**src/rtl/phase_sweep_ctrl.sv**
```systemverilog
// NCO frequency-sweep sequencer: steps the phase increment, waits for the filters to settle,
// integrates decimated I/Q per step and hands each step's sums downstream over valid/ready.
module phase_sweep_ctrl #(
  parameter int unsigned PW    = 19,
  parameter int unsigned DW    = 16,
  parameter int unsigned CNT_W = 24,
  parameter int unsigned ACC_W = 32
) (
  input  logic                    sys_clk,
  input  logic                    i_reset,
  input  logic                    start,
  input  logic                    abort,
  input  logic [PW-1:0]           cfg_start_inc,
  input  logic [PW-1:0]           cfg_step_inc,
  input  logic [15:0]             cfg_num_steps,
  input  logic [CNT_W-1:0]        cfg_settle,
  input  logic [15:0]             cfg_dwell,
  input  logic                    sample_ce,
  input  logic signed [DW-1:0]    sample_x,
  input  logic signed [DW-1:0]    sample_y,
  output logic [PW-1:0]           phase_inc,
  output logic                    busy,
  output logic                    done,
  output logic                    res_valid,
  input  logic                    res_ready,
  output logic [15:0]             res_index,
  output logic signed [ACC_W-1:0] res_sum_x,
  output logic signed [ACC_W-1:0] res_sum_y
);

  typedef enum logic [1:0] {StIdle, StSettle, StAccum, StReport} state_e;

  state_e            state_q, state_d;
  logic [PW-1:0]     phase_q, phase_d;
  logic [PW-1:0]     step_inc_q, step_inc_d;
  logic [15:0]       num_steps_q, num_steps_d;
  logic [CNT_W-1:0]  settle_q, settle_d;
  logic [15:0]       dwell_q, dwell_d;
  logic [CNT_W-1:0]  settle_cnt_q, settle_cnt_d;
  logic [15:0]       idx_q, idx_d;
  logic [15:0]       smp_cnt_q, smp_cnt_d;
  logic [ACC_W-1:0]  acc_x_q, acc_x_d;
  logic [ACC_W-1:0]  acc_y_q, acc_y_d;
  logic              done_q, done_d;

  logic [ACC_W-1:0]  ext_x, ext_y;
  logic [15:0]       smp_cnt_inc;

  assign ext_x       = {{(ACC_W-DW){sample_x[DW-1]}}, sample_x};
  assign ext_y       = {{(ACC_W-DW){sample_y[DW-1]}}, sample_y};
  assign smp_cnt_inc = smp_cnt_q + 16'd1;

  always_comb begin
    state_d      = state_q;
    phase_d      = phase_q;
    step_inc_d   = step_inc_q;
    num_steps_d  = num_steps_q;
    settle_d     = settle_q;
    dwell_d      = dwell_q;
    settle_cnt_d = settle_cnt_q;
    idx_d        = idx_q;
    smp_cnt_d    = smp_cnt_q;
    acc_x_d      = acc_x_q;
    acc_y_d      = acc_y_q;
    done_d       = 1'b0;

    unique case (state_q)
      StIdle: begin
        if (start && !abort) begin
          if (cfg_num_steps == 16'd0) begin
            done_d = 1'b1;
          end else begin
            step_inc_d   = cfg_step_inc;
            num_steps_d  = cfg_num_steps;
            settle_d     = cfg_settle;
            dwell_d      = (cfg_dwell == 16'd0) ? 16'd1 : cfg_dwell;
            phase_d      = cfg_start_inc;
            idx_d        = 16'd0;
            settle_cnt_d = cfg_settle;
            state_d      = StSettle;
          end
        end
      end
      StSettle: begin
        if (settle_cnt_q == '0) begin
          acc_x_d   = '0;
          acc_y_d   = '0;
          smp_cnt_d = 16'd0;
          state_d   = StAccum;
        end else begin
          settle_cnt_d = settle_cnt_q - 1'b1;
        end
      end
      StAccum: begin
        if (sample_ce) begin
          acc_x_d   = acc_x_q + ext_x;
          acc_y_d   = acc_y_q + ext_y;
          smp_cnt_d = smp_cnt_inc;
          if (smp_cnt_inc == dwell_q) state_d = StReport;
        end
      end
      StReport: begin
        if (res_ready) begin
          if (idx_q == num_steps_q - 16'd1) begin
            state_d = StIdle;
            done_d  = 1'b1;
          end else begin
            idx_d        = idx_q + 16'd1;
            phase_d      = phase_q + step_inc_q;
            settle_cnt_d = settle_q;
            state_d      = StSettle;
          end
        end
      end
      default: state_d = StIdle;
    endcase

    // Abort drops any pending result; phase_inc keeps its current value.
    if (abort && state_q != StIdle) begin
      state_d = StIdle;
      done_d  = 1'b0;
    end
  end

  always_ff @(posedge sys_clk) begin
    if (i_reset) begin
      state_q      <= StIdle;
      phase_q      <= '0;
      step_inc_q   <= '0;
      num_steps_q  <= '0;
      settle_q     <= '0;
      dwell_q      <= 16'd1;
      settle_cnt_q <= '0;
      idx_q        <= '0;
      smp_cnt_q    <= '0;
      acc_x_q      <= '0;
      acc_y_q      <= '0;
      done_q       <= 1'b0;
    end else begin
      state_q      <= state_d;
      phase_q      <= phase_d;
      step_inc_q   <= step_inc_d;
      num_steps_q  <= num_steps_d;
      settle_q     <= settle_d;
      dwell_q      <= dwell_d;
      settle_cnt_q <= settle_cnt_d;
      idx_q        <= idx_d;
      smp_cnt_q    <= smp_cnt_d;
      acc_x_q      <= acc_x_d;
      acc_y_q      <= acc_y_d;
      done_q       <= done_d;
    end
  end

  assign phase_inc = phase_q;
  assign busy      = (state_q != StIdle);
  assign done      = done_q;
  assign res_valid = (state_q == StReport);
  assign res_index = idx_q;
  assign res_sum_x = acc_x_q;
  assign res_sum_y = acc_y_q;

endmodule

```
**config.mk**
```make
export PLATFORM = sky130hd
export DESIGN_NAME = phase_sweep_ctrl
export DESIGN_NICKNAME = d
export VERILOG_FILES = /design/src/rtl/phase_sweep_ctrl.sv
export SDC_FILE = /design/constraint.sdc
export NUM_CORES = 1
export LEC_CHECK = 0
export ABC_AREA = 1
export ABC_CLOCK_PERIOD_IN_PS = 5200
export CORE_MARGIN = 5
export CORE_UTILIZATION = 50
export DETAILED_ROUTE_END_ITERATION = 12
export MAX_ROUTING_LAYER = met4
export PLACE_DENSITY_LB_ADDON = 0.05
export SYNTH_ARGS = -nofsm -noshare
export SYNTH_HDL_FRONTEND = slang
export SYNTH_SLANG_ARGS = --single-unit
```
**constraint.sdc**
```tcl
create_clock -name sys_clk -period 5.2 [get_ports sys_clk]
set_input_delay 1.04 -clock sys_clk [delete_from_list [all_inputs] [get_ports sys_clk]]
set_output_delay 1.04 -clock sys_clk [all_outputs]
set_load 0.05 [all_outputs]
```
==> results_dict.tcl <==
set metrics [dict create \
    fin_area_mm2 0.0187 \
    slew_headroom 0.324 \
    yosys.area_share.simple 0.340 \
    cts.path.max_buffers 3 \
    die-area_mm2 0.0340 \
    finalPower_mw 8.38 \
    grt_pass1_wl_um 75700 \
    vias 16200 \
    drc 0 \
    cts_htree_levels 1 \
    p_leak_nw 8.01 \
    antenna_found_initial 1 \
    postLayoutSetupSlackWorst_ps 1240 \
    die_y_um 184 \
    vias_per_cell 5.38 \
    met3_usage 0.0418 \
    synthMuxAreaShare 0 \
    end_kind "flop" \
    synth_seq_area_share 0.286 \
    report.final.setup_viol 0 \
    cts_num_sinks 217 \
    place_ws_ps 1010 \
    finalCriticalPeriod_ps 3960 \
    synth_nets 2645 \
    cp-start-kind "flop" \
    drt-initial-drc-count 903 \
    skew_ps 14.3 \
    clk_latency_ps 540 \
    netlist_area_mm2 0.0152 \
    drtPass1Iterations 7 \
    layout.nets 2835 \
    hold_buffers 0 \
    drv_cap 0 \
    initial_utilization 0.510 \
    core-area_mm2 0.0298 \
    place.gp.congestion 0.927 \
    placementRows 63 \
    synth_cell_type_count 45 \
    holdCritPathClass "flop to flop" \
    routed_wirelength_um 46700 \
    max_freq_ghz 0.253 \
    grt.met1_usage 0.340 \
    layout-drive-gt1-share 0.0350 \
    ys_warn_count 0 \
    final_common_cell "nand2_1" \
    dp.final_hpwl_um 34700 \
    critPathRequiredTime_ps 5630 \
    cts_buffers 27 \
    grt_max_degree 84 \
    min_period_over_period 0.761 \
    peakVddDrop_mv 0.313 \
    pin_count 234 \
    synth-seq-cells 217 \
    grt-busiest-layer "met2" \
    synth_xor_area_frac 0.0445 \
    die_w_um 184 \
    hold_viol 0 \
    io_buffers 233 \
    post_dp_cell_area_mm2 0.0178 \
    wl_per_cell_um 15.4 \
    utilization 0.627 \
    cts_resized 0 \
    area_growth_pct 22.9 \
    cts_setup_buffers 0 \
    worst_ep_arrival_time_ps 4390 \
    cp_max_fo 39 \
    grt_pass1_vias 15500 \
    slew_viol_final 0 \
    grt-ovfl-total 0 \
    synthAdderAreaFrac 0.0764 \
    rsz0062_at_grt "no" \
    finalSetupTns_ps 0 \
    worstMarginPinSlew_ps 1010 \
    synth_area_per_cell_um2 6.28 \
    clkTransAtPathRegs_ps 60 \
    layout_common_cells "nand2_1, nor2_1, a21oi_1, clkdlybuf4s50_1, dfxtp_1" \
    power.density_mw_per_mm2 449 \
    outcome "finished, final reports clean" \
    track_usage 0.270 \
    syn_inst 2422 \
    synth-edff-count 0 \
    cts_tree "yes" \
    global_route.usage.met2 0.463 \
    critPathKind "flop to flop" \
    async_flop_share 0 \
    root_buffer "clkbuf_16" \
    ys.flop_type "dfxtp_1" \
    r2r_slack_ps 1240 \
    synth_top_family_by_area "simple AND/OR/NAND/NOR gates" \
    ant_nets 0 \
    synth-compound-area-share 0.181 \
]
-- layer usage --
layer	vias to the layer above	wire length [um]
li1	8396	-
met1	7376	21100
met2	418	21900
met3	59	2800
met4	0	836
met5	-	0
-- cell type report --
type	count	area, um2
diodes	1	2.50
clock buffers	34	742
clock inverters	14	173
fillers	2867	11100
inverters	195	732
multi-input cells	1926	9770
flip-flops and latches	217	4340
well taps	390	488
repair buffers	245	2430
-- per-stage QoR --
step	std cells	hold WS [ps]
6_report	3022	458
5_1_grt	3022	489
4_1_cts	3021	462
3_5_place_dp	2973	453
3_3_place_gp	2973	441
2_1_floorplan	2422	430
-- Yosys cell counts (15+ instances only) --
cell / count / area [um2]
a21oi_1: 258 / 1290
a22oi_1: 21 / 158
buf_2: 15 / 75.1
clkbuf_1: 58 / 218
dfxtp_1: 217 / 4340
ha_1: 88 / 1100
inv_1: 189 / 709
nand2_1: 606 / 2270
nand3_1: 147 / 736
nand3b_1: 25 / 188
nand4_1: 24 / 150
nor2_1: 376 / 1410
nor3_1: 27 / 135
nor4_1: 16 / 100
o21ai_0: 183 / 916
xnor2_1: 21 / 184
xor2_1: 51 / 447
-- power by group --
part | leakage [nW] | switching [mW] | internal (mW)
sequential | 1.77 | 0.314 | 2.02
combinational | 5.78 | 2.71 | 1.39
clock | 0.457 | 0.756 | 1.20
total | 8.01 | 3.78 | 4.61
-- critical path, stage by stage (launching register included) --
cell     delay, ps
dfxtp_1        340
inv_2          120
ha_1           250
nand2_1        160
nor2_4         200
nand3_2        120
o21ai_1        200
nand2_1         70
nor2_1         110
nand2_1         80
nor2_2         160
nand3_2        710
nand2_2        850
buf_4          310
nand2_1         70
nand2_1         70
nor2_1          40
-- flip-flops by register name, summed over array words and instances (netlist names) --
name          count
done              1
dwell_q          16
num_steps_q      16
phase_inc        19
res_index        16
res_sum_x        32
res_sum_y        32
settle_cnt_q     24
settle_q         24
smp_cnt_q        16
state_q           2
step_inc_q       19
-- logic make-up (layout without fill, tap and decap cells) --
logic type,Yosys count,count (layout)
AO/OA/AOI/OAI,514,514
AND/OR/NAND/NOR,1247,1247
buffers and inverters,279,488
flip-flops,217,217
XOR/XNOR,74,74
other,0,1
adder cells (fa/ha/maj),91,91
-- worst paths after layout --
check / start / end / depth (start not counted)
worst max-delay path: num_steps_q[0]$_SDFFE_PP0P_ / phase_inc[14]$_SDFFE_PP0P_ / 16
worst min-delay path: settle_q[0]$_SDFFE_PP0P_ / settle_q[0]$_SDFFE_PP0P_ / 2
worst max register to register: num_steps_q[0]$_SDFFE_PP0P_ / phase_inc[14]$_SDFFE_PP0P_ / 16
worst min register to register: settle_q[0]$_SDFFE_PP0P_ / settle_q[0]$_SDFFE_PP0P_ / 2
Power figures use the tool's default switching activity.
